## config.mk

```make
export PLATFORM = sky130hd
export DESIGN_NAME = fetch_pc_unit_flat
export DESIGN_NICKNAME = d
export VERILOG_FILES = /design/src/rtl/fetch_pc_unit_if.sv /design/src/rtl/fetch_pc_unit.sv /design/src/flat_wrapper.sv
export SDC_FILE = /design/constraint.sdc
export NUM_CORES = 1
export LEC_CHECK = 0
export ABC_AREA = 1
export CAP_MARGIN = 20
export CORE_ASPECT_RATIO = 0.9
export CORE_MARGIN = 5
export CORE_UTILIZATION = 45
export DETAILED_ROUTE_END_ITERATION = 8
export HOLD_SLACK_MARGIN = 0.12
export PLACE_DENSITY = 0.72
export RECOVER_POWER = 25
export SLEW_MARGIN = 0
export SYNTH_ARGS = -nofsm -noshare
export SYNTH_HDL_FRONTEND = slang
export SYNTH_SLANG_ARGS = --single-unit
```

## constraint.sdc

```tcl
create_clock -name clk -period 2.16 [get_ports clk]
set_input_delay 0.432 -clock clk [delete_from_list [all_inputs] [get_ports clk]]
set_output_delay 0.432 -clock clk [all_outputs]
set_load 0.01 [all_outputs]
```

## src/rtl/fetch_pc_unit_if.sv

```systemverilog
// Purpose : bundles the instruction-memory request/response channel and the
//           fetch-queue output channel of the fetch front end.
// Signals : imem_req_valid/imem_req_addr/imem_req_ready - word fetch request
//           imem_rsp_valid/imem_rsp_data                - in-order fetch response
//           if_valid/if_instr/if_pc/if_ready             - fetch queue head to decode
// Modports: master = fetch unit side, slave = memory/decode side.
interface fetch_pc_unit_if;
    logic        imem_req_valid;
    logic [31:0] imem_req_addr;
    logic        imem_req_ready;
    logic        imem_rsp_valid;
    logic [31:0] imem_rsp_data;
    logic        if_valid;
    logic [31:0] if_instr;
    logic [31:0] if_pc;
    logic        if_ready;

    modport master (
        output imem_req_valid, imem_req_addr, if_valid, if_instr, if_pc,
        input  imem_req_ready, imem_rsp_valid, imem_rsp_data, if_ready
    );

    modport slave (
        input  imem_req_valid, imem_req_addr, if_valid, if_instr, if_pc,
        output imem_req_ready, imem_rsp_valid, imem_rsp_data, if_ready
    );
endinterface

```

## src/rtl/fetch_pc_unit.sv

```systemverilog
// Purpose : instruction-fetch front end. Owns the architectural PC, issues one
//           word fetch at a time, buffers returned words with their PCs in a
//           2-entry queue toward decode, and discards wrong-path fetches when
//           the PC update logic redirects.
// Ports   : clk, rst_n (async, active-low)
//           redirect_i, redirect_pc_i - taken jump/branch and its target
//           pc_o                      - current fetch PC (next address requested)
//           bus (fetch_pc_unit_if.master) - imem request/response + decode queue
//
// state | meaning
// FETCH | request valid on the bus, waiting for memory to accept it
// WAIT  | one request in flight, waiting for its response
// STALL | queue full (2 entries), no request until decode pops one
module fetch_pc_unit #(
    parameter logic [31:0] RESET_PC = 32'h0000_0000
) (
    input  logic              clk,
    input  logic              rst_n,
    input  logic              redirect_i,
    input  logic [31:0]       redirect_pc_i,
    output logic [31:0]       pc_o,
    fetch_pc_unit_if.master   bus
);

    typedef enum logic [1:0] {
        FETCH = 2'd0,
        WAIT  = 2'd1,
        STALL = 2'd2
    } state_t;

    state_t      r_state;
    logic        r_req_valid;
    logic [31:0] r_pc;
    logic [31:0] r_inflight_pc;
    logic        r_drop;
    logic [31:0] r_fifo_instr [2];
    logic [31:0] r_fifo_pc    [2];
    logic        r_head;
    logic [1:0]  r_count;

    logic        w_accept;
    logic        w_rsp;
    logic        w_pop;
    logic        w_push;
    logic        w_wr_idx;
    logic        w_redirect_drop;
    logic [1:0]  w_count_nxt;
    logic [31:0] w_redirect_pc;

    always_comb begin
        w_accept        = r_req_valid & bus.imem_req_ready;
        w_rsp           = (r_state == WAIT) & bus.imem_rsp_valid;
        w_pop           = (r_count != 2'd0) & bus.if_ready;
        // A response landing in a redirect cycle belongs to the old path.
        w_push          = w_rsp & ~r_drop & ~redirect_i;
        w_count_nxt     = r_count + {1'b0, w_push} - {1'b0, w_pop};
        // Tail slot is head + count; with two slots that is a single XOR.
        w_wr_idx        = r_head ^ r_count[0];
        w_redirect_pc   = {redirect_pc_i[31:2], 2'b00};
        // Something is still (or newly) in flight and must be thrown away.
        w_redirect_drop = w_accept | ((r_state == WAIT) & ~bus.imem_rsp_valid);
    end

    always_ff @(posedge clk or negedge rst_n) begin
        if (!rst_n) begin
            r_state         <= FETCH;
            r_req_valid     <= 1'b1;
            r_pc            <= RESET_PC;
            r_inflight_pc   <= '0;
            r_drop          <= 1'b0;
            r_fifo_instr[0] <= '0;
            r_fifo_instr[1] <= '0;
            r_fifo_pc[0]    <= '0;
            r_fifo_pc[1]    <= '0;
            r_head          <= 1'b0;
            r_count         <= 2'd0;
        end else begin
            if (w_push) begin
                r_fifo_instr[w_wr_idx] <= bus.imem_rsp_data;
                r_fifo_pc[w_wr_idx]    <= r_inflight_pc;
            end
            if (w_pop) begin
                r_head <= ~r_head;
            end

            if (redirect_i) begin
                r_pc        <= w_redirect_pc;
                r_count     <= 2'd0;
                r_drop      <= w_redirect_drop;
                r_state     <= w_redirect_drop ? WAIT : FETCH;
                r_req_valid <= ~w_redirect_drop;
            end else begin
                r_count <= w_count_nxt;
                unique case (r_state)
                    FETCH: begin
                        if (w_accept) begin
                            r_inflight_pc <= r_pc;
                            r_pc          <= r_pc + 32'd4;
                            r_state       <= WAIT;
                            r_req_valid   <= 1'b0;
                        end
                    end
                    WAIT: begin
                        if (w_rsp) begin
                            r_drop <= 1'b0;
                            // Only fetch again if the queue can hold the answer.
                            if (w_count_nxt == 2'd2) begin
                                r_state     <= STALL;
                                r_req_valid <= 1'b0;
                            end else begin
                                r_state     <= FETCH;
                                r_req_valid <= 1'b1;
                            end
                        end
                    end
                    STALL: begin
                        if (w_pop) begin
                            r_state     <= FETCH;
                            r_req_valid <= 1'b1;
                        end
                    end
                    default: begin
                        r_state     <= FETCH;
                        r_req_valid <= 1'b1;
                    end
                endcase
            end
        end
    end

    assign pc_o               = r_pc;
    assign bus.imem_req_valid = r_req_valid;
    assign bus.imem_req_addr  = r_pc;
    assign bus.if_valid       = (r_count != 2'd0);
    assign bus.if_instr       = r_fifo_instr[r_head];
    assign bus.if_pc          = r_fifo_pc[r_head];

endmodule
```

## src/flat_wrapper.sv

```systemverilog
// flat-port wrapper written by rule: the top's interface ports become plain ports
module fetch_pc_unit_flat 
#(
    parameter logic [31:0] RESET_PC = 32'h0000_0000
)
  (clk, rst_n, redirect_i, redirect_pc_i, pc_o, bus_imem_req_valid, bus_imem_req_addr, bus_if_valid, bus_if_instr, bus_if_pc, bus_imem_req_ready, bus_imem_rsp_valid, bus_imem_rsp_data, bus_if_ready);
  fetch_pc_unit_if bus_i ();
  input  logic clk;
  input  logic rst_n;
  input  logic redirect_i;
  input  logic [31:0] redirect_pc_i;
  output logic [31:0] pc_o;
  output wire logic [$bits(bus_i.imem_req_valid)-1:0] bus_imem_req_valid;
  output wire logic [$bits(bus_i.imem_req_addr)-1:0] bus_imem_req_addr;
  output wire logic [$bits(bus_i.if_valid)-1:0] bus_if_valid;
  output wire logic [$bits(bus_i.if_instr)-1:0] bus_if_instr;
  output wire logic [$bits(bus_i.if_pc)-1:0] bus_if_pc;
  input wire logic [$bits(bus_i.imem_req_ready)-1:0] bus_imem_req_ready;
  input wire logic [$bits(bus_i.imem_rsp_valid)-1:0] bus_imem_rsp_valid;
  input wire logic [$bits(bus_i.imem_rsp_data)-1:0] bus_imem_rsp_data;
  input wire logic [$bits(bus_i.if_ready)-1:0] bus_if_ready;
  assign bus_imem_req_valid = bus_i.imem_req_valid;
  assign bus_imem_req_addr = bus_i.imem_req_addr;
  assign bus_if_valid = bus_i.if_valid;
  assign bus_if_instr = bus_i.if_instr;
  assign bus_if_pc = bus_i.if_pc;
  assign bus_i.imem_req_ready = bus_imem_req_ready;
  assign bus_i.imem_rsp_valid = bus_imem_rsp_valid;
  assign bus_i.imem_rsp_data = bus_imem_rsp_data;
  assign bus_i.if_ready = bus_if_ready;
  fetch_pc_unit #(.RESET_PC(RESET_PC)) u_core (.clk(clk), .rst_n(rst_n), .redirect_i(redirect_i), .redirect_pc_i(redirect_pc_i), .pc_o(pc_o), .bus(bus_i));
endmodule
```

==> out/results.tsv <==
metric	value	unit
wl_per_cell	14.3	µm
crit_path_cell_trace	clkinv_4, buf_12, buf_4, nand2_1, nand2_1, clkdlybuf4s15_2	
grt_pass1_wl	39.2	mm
die_w	162	µm
cts_tree	yes	
vdd_ir_drop_max	0.000534	V
avgSynthCellArea	7.63	µm²
clk_latency	0.42	ns
netlist_area	9320	µm²
finClkSkew	0.0127	ns
area_delta_synth_final	27.0	%
cts_made_buffers	17	
cp_slowest_stage_delay	0.45	ns
pin_count	200	
power.density	1290	nW/µm²
core_area	20600	µm²
yosys_warnings	0	
htree_levels	4	
antenna_found_initial	0	
vias	8096	
firstDrtPassIters	5	
cp.required	1.73	ns
ys_seq_area_frac	0.513	
layout.nets	1452	
cts_max_path_buffers	2	
fin_crit_sh	0.963	
clkSinkCount	191	
final_max_slew_viol_count	0	
initial_core_util	0.453	
max_freq	0.481	GHz
drt_iter0_drc	607	
fin_crit	2.08	ns
maxCapViolCount	0	
crit_fanout	15	
cp.arrival	1.65	ns
grt-ovfl-total	0	
n_antenna_cell	0	
via_per_inst	4.91	
tns	0	ns
portBuffers	191	
path_class	reg2out	
die_h	147	µm
routabilityCongestion	0.926	
dieArea	23700	µm²
min_path_type	reg2reg	
clk_pin_slew	0.07	ns
end_kind	primary output	
worst_path_most_repeated_cell	nand2_1	
cp_top_family	buffers and inverters	
layout-drive-gt1-share	0.0619	
drc	0	
slew_headroom	0.173	
leakage	6.09	nW
hpwl	16.7	mm
post-route-util	0.575	
most-common-layout-cells	499 x nand2_1, 189 x dfrtp_1, 128 x clkdlybuf4s50_1, 125 x o21ai_1, 117 x inv_1	
critical_path.slowest_cell	dfrtp_2	
path_buf_inv	4	
worst_pin_slew	1.24	ns
finalSetupViolCount	0	
final_hold_viol_count	0	
ys_types	31	
final_common_cell	nand2_1	
ant_nets	0	
critPathLaunchType	flip-flop	
grt_pass1_vias	7864	
status	finished clean	
synthCells	1221	
grt_setup_unrepaired	no	
cts_root_buffer	clkbuf_16	
ys_ff_latch	191	
rows	50	
routed_wl	23.6	mm
grt_max_degree	61	
grt_usage	0.201	
==> kinds of logic after synthesis <==
kind of cell | count (synthesis) | share of synthesized area
AO/OA/AOI/OAI | 191 | 0.106
adder cells (fa/ha/maj) | 3 | 0.00403
XOR/XNOR | 5 | 0.00470
AND/OR/NAND/NOR | 617 | 0.259
flip-flops | 191 | 0.513
other | 1 | 0.000403
buffers and inverters | 213 | 0.113
==> flip-flops by register name (all words and copies together) (netlist names) <==
signal	count
u_core.r_fifo_instr	64
u_core.r_fifo_pc	60
u_core.bus.imem_req_addr	30
u_core.r_inflight_pc	30
u_core.r_count	2
u_core.r_state	2
u_core.bus.imem_req_valid	1
u_core.r_drop	1
u_core.r_head	1
==> worst min-delay path, delay by kind of cell, from the launching register on <==
family	cells	cell delay (ns)
DFF	1	0.38
and+or+nand+nor	2	0.11
==> cell usage after synthesis (all sizes together) <==
| cell | number | share of area |
|---|---|---|
| clkbuf | 30 | 0.012 |
| nor2 | 60 | 0.024 |
| nand4 | 4 | 0.0027 |
| xor2 | 3 | 0.0028 |
| a31oi | 2 | 0.0013 |
| a21oi | 11 | 0.0059 |
| xnor2 | 2 | 0.0019 |
| nand2 | 502 | 0.20 |
| and2 | 2 | 0.0013 |
| o211ai | 5 | 0.0040 |
| conb | 1 | 0.00040 |
| nand3 | 39 | 0.021 |
| inv | 121 | 0.049 |
| or2 | 1 | 0.00067 |
| dfstp | 1 | 0.0028 |
| dfrtp | 190 | 0.51 |
| o22ai | 3 | 0.0020 |
| nor3 | 9 | 0.0060 |
| o21ai | 169 | 0.092 |
| ha | 3 | 0.0040 |
| a211oi | 1 | 0.00081 |
| buf | 62 | 0.052 |
==> worst paths after layout <==
check / start / endpoint / slack, ns / cells after the start
max in group asynchronous: rst_n / u_core.r_inflight_pc[23] / 0.30 / 3
setup reg to reg: u_core.r_count[0] / u_core.r_state[1] / 0.18 / 13
setup / recovery: u_core.r_head / bus_if_pc[17] / 0.08 / 6
hold reg to reg: u_core.bus.imem_req_valid / u_core.bus.imem_req_valid / 0.48 / 2
hold / removal: u_core.bus.imem_req_valid / u_core.bus.imem_req_valid / 0.48 / 2
min in group asynchronous: rst_n / u_core.r_head / 0.88 / 2
==> per-stage QoR <==
stage	instance area, µm²	hold slack [ns]	setup slack [ns]	cells	power (mW)
global placement	11400	0.401	-0.0582	1615	12.8
floorplan	9340	0.136	0.269	1226	9.64
detailed placement	11400	0.405	-0.0864	1615	13.0
CTS	11900	0.485	0.00222	1650	15.5
global route	11800	0.505	0.00958	1650	16.5
finish	11800	0.480	0.0802	1650	15.3
==> where the power goes <==
| part | leakage, nW | internal (mW) | switching, mW |
|---|---|---|---|
| registers | 2.40 | 5.06 | 0.948 |
| clock network | 0.262 | 1.61 | 1.31 |
| logic | 3.43 | 2.80 | 3.54 |
==> per-layer routing <==
metal,wire length (µm),track usage,share of wire
met4,306,0.0537,0.013
met5,0,0,0
met2,10200,0.304,0.43
met1,11500,0.293,0.49
met3,1600,0.0460,0.068
==> cell type report <==
cell class | count | area, µm²
sequential | 191 | 4780
fill | 1918 | 8750
inverter | 121 | 462
tap | 260 | 325
clock buffer | 20 | 447
clock inverter | 10 | 91.3
multi-input combinational | 822 | 3510
timing repair buffer | 226 | 2210
==> what timing repair did <==
item	4_1_cts	5_1_grt
resized for setup	73	16
endpoints found under the setup margin	62	14
hold endpoints to repair	43	0
buffers inserted	4	0
hold buffers	1	0
gates cloned	0	0
No activity file was read; power rests on OpenSTA's default activity.
